File: src/rtl/step_pulse_gen.sv
// Button front end for an up/down counter: synchronizes and debounces three raw
// buttons, then turns up/down presses into step pulses with auto-repeat plus a clear pulse.
module step_pulse_gen #(
    parameter int unsigned DEBOUNCE_CYCLES = 16,
    parameter int unsigned REPEAT_DELAY    = 64,
    parameter int unsigned REPEAT_RATE     = 8
) (
    input  logic clk,
    input  logic n_rst,
    input  logic up_btn,
    input  logic down_btn,
    input  logic clr_btn,
    output logic up_count_enable,
    output logic down_count_enable,
    output logic clear
);

    localparam int unsigned NBTN    = 3;
    localparam int unsigned CNT_W   = $clog2(DEBOUNCE_CYCLES);
    localparam int unsigned TMR_MAX = (REPEAT_DELAY > REPEAT_RATE) ? REPEAT_DELAY : REPEAT_RATE;
    localparam int unsigned TMR_W   = $clog2(TMR_MAX);

    localparam logic [CNT_W-1:0] CNT_LAST   = CNT_W'(DEBOUNCE_CYCLES - 1);
    localparam logic [TMR_W-1:0] DELAY_LOAD = TMR_W'(REPEAT_DELAY - 1);
    localparam logic [TMR_W-1:0] RATE_LOAD  = TMR_W'(REPEAT_RATE - 1);

    typedef enum logic [2:0] {
        IDLE,
        UP_DELAY,
        UP_REPEAT,
        DN_DELAY,
        DN_REPEAT,
        LOCK
    } state_t;

    logic [NBTN-1:0] raw;
    logic [NBTN-1:0] sync_meta;
    logic [NBTN-1:0] sync;
    logic [NBTN-1:0] db;

    logic db_up;
    logic db_dn;
    logic db_clr;
    logic db_clr_d;
    logic clr_edge;

    state_t           state;
    state_t           state_nxt;
    logic [TMR_W-1:0] timer;
    logic [TMR_W-1:0] timer_nxt;
    logic             step_up;
    logic             step_dn;

    assign raw = {clr_btn, down_btn, up_btn};

    always_ff @(posedge clk or negedge n_rst) begin
        if (!n_rst) begin
            sync_meta <= '0;
            sync      <= '0;
        end else begin
            sync_meta <= raw;
            sync      <= sync_meta;
        end
    end

    // Level is accepted only after DEBOUNCE_CYCLES consecutive mismatching samples.
    for (genvar g = 0; g < NBTN; g++) begin : g_debounce
        logic [CNT_W-1:0] cnt;
        logic             lvl;

        always_ff @(posedge clk or negedge n_rst) begin
            if (!n_rst) begin
                cnt <= '0;
                lvl <= 1'b0;
            end else if (sync[g] == lvl) begin
                cnt <= '0;
            end else if (cnt == CNT_LAST) begin
                lvl <= sync[g];
                cnt <= '0;
            end else begin
                cnt <= cnt + CNT_W'(1);
            end
        end

        assign db[g] = lvl;
    end

    assign db_up    = db[0];
    assign db_dn    = db[1];
    assign db_clr   = db[2];
    assign clr_edge = db_clr & ~db_clr_d;

    always_comb begin
        state_nxt = state;
        timer_nxt = timer;
        step_up   = 1'b0;
        step_dn   = 1'b0;
        case (state)
            IDLE: begin
                if (db_up && db_dn) begin
                    state_nxt = LOCK;
                end else if (db_up) begin
                    state_nxt = UP_DELAY;
                    step_up   = 1'b1;
                    timer_nxt = DELAY_LOAD;
                end else if (db_dn) begin
                    state_nxt = DN_DELAY;
                    step_dn   = 1'b1;
                    timer_nxt = DELAY_LOAD;
                end
            end
            UP_DELAY, UP_REPEAT: begin
                if (db_dn) begin
                    state_nxt = LOCK;
                end else if (!db_up) begin
                    state_nxt = IDLE;
                end else if (timer == '0) begin
                    state_nxt = UP_REPEAT;
                    step_up   = 1'b1;
                    timer_nxt = RATE_LOAD;
                end else begin
                    timer_nxt = timer - TMR_W'(1);
                end
            end
            DN_DELAY, DN_REPEAT: begin
                if (db_up) begin
                    state_nxt = LOCK;
                end else if (!db_dn) begin
                    state_nxt = IDLE;
                end else if (timer == '0) begin
                    state_nxt = DN_REPEAT;
                    step_dn   = 1'b1;
                    timer_nxt = RATE_LOAD;
                end else begin
                    timer_nxt = timer - TMR_W'(1);
                end
            end
            LOCK: begin
                if (!db_up && !db_dn) begin
                    state_nxt = IDLE;
                end
            end
            default: begin
                state_nxt = IDLE;
            end
        endcase
    end

    // A clear drops any step issued in the same cycle; the FSM still advances.
    always_ff @(posedge clk or negedge n_rst) begin
        if (!n_rst) begin
            state             <= IDLE;
            timer             <= '0;
            db_clr_d          <= 1'b0;
            clear             <= 1'b0;
            up_count_enable   <= 1'b0;
            down_count_enable <= 1'b0;
        end else begin
            state             <= state_nxt;
            timer             <= timer_nxt;
            db_clr_d          <= db_clr;
            clear             <= clr_edge;
            up_count_enable   <= step_up & ~clr_edge;
            down_count_enable <= step_dn & ~clr_edge;
        end
    end

endmodule

File: config.mk
export PLATFORM = sky130hd
export DESIGN_NAME = step_pulse_gen
export DESIGN_NICKNAME = d
export VERILOG_FILES = /design/src/rtl/step_pulse_gen.sv
export SDC_FILE = /design/constraint.sdc
export NUM_CORES = 1
export LEC_CHECK = 0
export CAP_MARGIN = 5
export CORE_MARGIN = 2
export CORE_UTILIZATION = 51
export CTS_CLUSTER_SIZE = 10
export DETAILED_ROUTE_END_ITERATION = 16
export GPL_ROUTABILITY_DRIVEN = 0
export HOLD_SLACK_MARGIN = 0.08
export MAX_ROUTING_LAYER = met4
export PLACE_DENSITY = 0.69
export SYNTH_ARGS = -nofsm -noshare
export SYNTH_HDL_FRONTEND = slang
export SYNTH_SLANG_ARGS = --single-unit
export TNS_END_PERCENT = 30
File: constraint.sdc
create_clock -name clk -period 5.5 [get_ports clk]
set_clock_uncertainty 0.15 [all_clocks]
set_input_delay 0.825 -clock clk [delete_from_list [all_inputs] [get_ports clk]]
set_output_delay 0.825 -clock clk [all_outputs]
set_load 0.03 [all_outputs]
==> metrics.csv <==
metric,value,unit
status,"finished, final reports clean",
post-cts-setup-buffers,0,
track_usage,0.1799,
clk_pin_slew,90,ps
syn-instance-count,155,
core,3078,µm²
whs_path_depth,0,
rows,20,
cts_hold_buf,0,
fmax,434.3,MHz
grt_pass1_wl,4.719,mm
synth_most_common_cell,dfrtp_1,
async_reset_ff_frac,1.000,
drt-total-wl,2.691,mm
crit_family,buffers and inverters,
synth_top_area_frac,0.5140,
slew_headroom,0.6185,
num_vias,1149,
dpl.hpwl,1.911,mm
crit_required,4530,ps
start_kind,flop,
io_buffers,7,
grt_max_degree,35,
drive_gt1_frac,0.1125,
p_per_area,251.4,nW/µm²
synth.avg_cell_area,10.68,µm²
start_util,0.5378,
critical_path_depth,1,
syn_to_final_growth,7.936,%
insertion_delay,320,ps
diodes,0,
setup_viol,0,
ys_warn_count,0,
num_io_pins,8,
die-area,3717,µm²
die-height,60.97,µm
cts_sinks,34,
fill_cells,274,
yosysSeqAreaShare,0.5140,
reg2reg_from,db_up$_DFFE_PN0P_,
routedWlPerCell,13.19,µm
yosys-top-cells-area,"dfrtp_1, ha_1, xnor2_1",
cts_resized,0,
regToRegSetupSlack,3320,ps
max_stage_delay,680,ps
ys_types,42,
fin_setup_tns,0,ps
r2r_end,timer[4]$_DFFE_PN0P_,
ys_seq_elements,34,
slowest_stage,clkdlybuf4s50_1,
hold_viol,0,
crit_arrival,1330,ps
min_period,2303,ps
p_leak,0.7679,nW
r2r_cells,4,
synthTopCellsByCount,"dfrtp_1, nor2_1, a21oi_1",
hold_path.class,flop to flop,
h-tree-depth,2,
synth_ff_type,dfrtp_1,
first_pass_iters,4,
route.detailed.drc,0,
cts_buffers,5,
endpoint_kind,output pin,
drv_slew,0,
antenna_found_initial,0,
nets,171,
tightest_slew,569.7,ps
cts_tree,done,
startpoint,clear$_DFF_PN0_,
max_cap_viol_count,0,
cp_max_fo,1,
finalCritPeriodShare,0.4187,
crit_path_end,clear,
synth_edf_count,0,
multi_input_area,725.7,µm²
total_power,0.4492,mW
syn_nets,165,
rsz0062_at_grt,no,
drtIter0Drc,39,
vias_per_cell,5.632,
ir_worst_vdd,136.3,µV
clk_path_buf_depth,2,
crit_chain,clkdlybuf4s50_1,
drtAntennaViolNets,0,
grt_overflow_total,0,
post-synth-top-area-cell,dfrtp_1,
regArea,850.8,µm²
first_global_vias,1054,
crit_buf_inv,1,
syn_area,1655,µm²
root_buffer,clkbuf_4,
critPathKind,flop to output pin,
die_x,60.97,µm
## cells by family (layout without fill, tap and decap cells)
group           count (synthesis)  in the layout  synth area share
xor+xnor                        7              7           0.03704
flops                          34             34            0.5140
mux                             3              3           0.02041
compound gates                 39             39            0.1519
fa+ha+maj                       6              6           0.04460
simple gates                   50             50            0.1844
buf+inv                        16             21           0.04762
## cells in the final DEF (no fill, tap or decap), drive strengths merged, types with 4 or more instances in the layout
cell type,n
nor3b,4
clkbuf,6
o21ai,8
nand4b,4
nor2b,6
dfrtp,34
nand3,4
inv,7
nor2,13
xnor2,7
a21oi,11
ha,5
clkdlybuf4s50,7
## state kept, by name (all words and copies together), names as in the netlist
register           flops
g_debounce.cnt        12
db_clr                 1
timer                  6
db_up                  1
state                  3
down_count_enable      1
db_dn                  1
up_count_enable        1
clear                  1
sync_meta              3
sync                   3
db_clr_d               1
## final cells by class
type                            instances  area share
Timing Repair Buffer                    8     0.04342
Multi-Input combinational cell        105      0.4062
Sequential cell                        34      0.4762
Inverter                                7     0.01471
Tap cell                               44     0.03081
Clock buffer                            6     0.02871
## per-layer routing
metal	wire [µm]	up-vias	track usage	part of all wire
met5	0	-	-	0
met2	1244	23	0.2642	0.46
li1	-	565	-	-
met4	41	0	0.07453	0.015
met1	1273	556	0.2353	0.47
met3	131	5	0.04904	0.049
## per-stage QoR
step	hold slack, ps	area, µm²	util	setup slack, ps	std cells
after floorplan	181.2	1655	-	3606	155
after global placement	185.0	1735	0.5638	3412	198
after detailed placement	187.2	1735	0.5638	3364	198
after CTS	209.1	1787	0.5805	3167	204
after global routing	229.1	1787	0.5805	3131	204
final	207.3	1787	0.5805	3197	204
## where the power goes
part	total [mW]	switching, mW	internal, mW
combinational	0.0503	0.0300	0.0202
sequential	0.270	0.00987	0.261
clock	0.128	0.0709	0.0576
total	0.449	0.111	0.338
## worst min-delay path by stage
stage / start / endpoint / slack (ps)
2_1_floorplan: sync_meta[0]$_DFF_PN0_ / sync[0]$_DFF_PN0_ / 180
3_3_place_gp: sync_meta[0]$_DFF_PN0_ / sync[0]$_DFF_PN0_ / 180
3_5_place_dp: sync_meta[0]$_DFF_PN0_ / sync[0]$_DFF_PN0_ / 190
4_1_cts: sync_meta[0]$_DFF_PN0_ / sync[0]$_DFF_PN0_ / 210
5_1_grt: sync_meta[0]$_DFF_PN0_ / sync[0]$_DFF_PN0_ / 230
6_report: sync_meta[0]$_DFF_PN0_ / sync[0]$_DFF_PN0_ / 210
(Power assumes the default switching activity.)
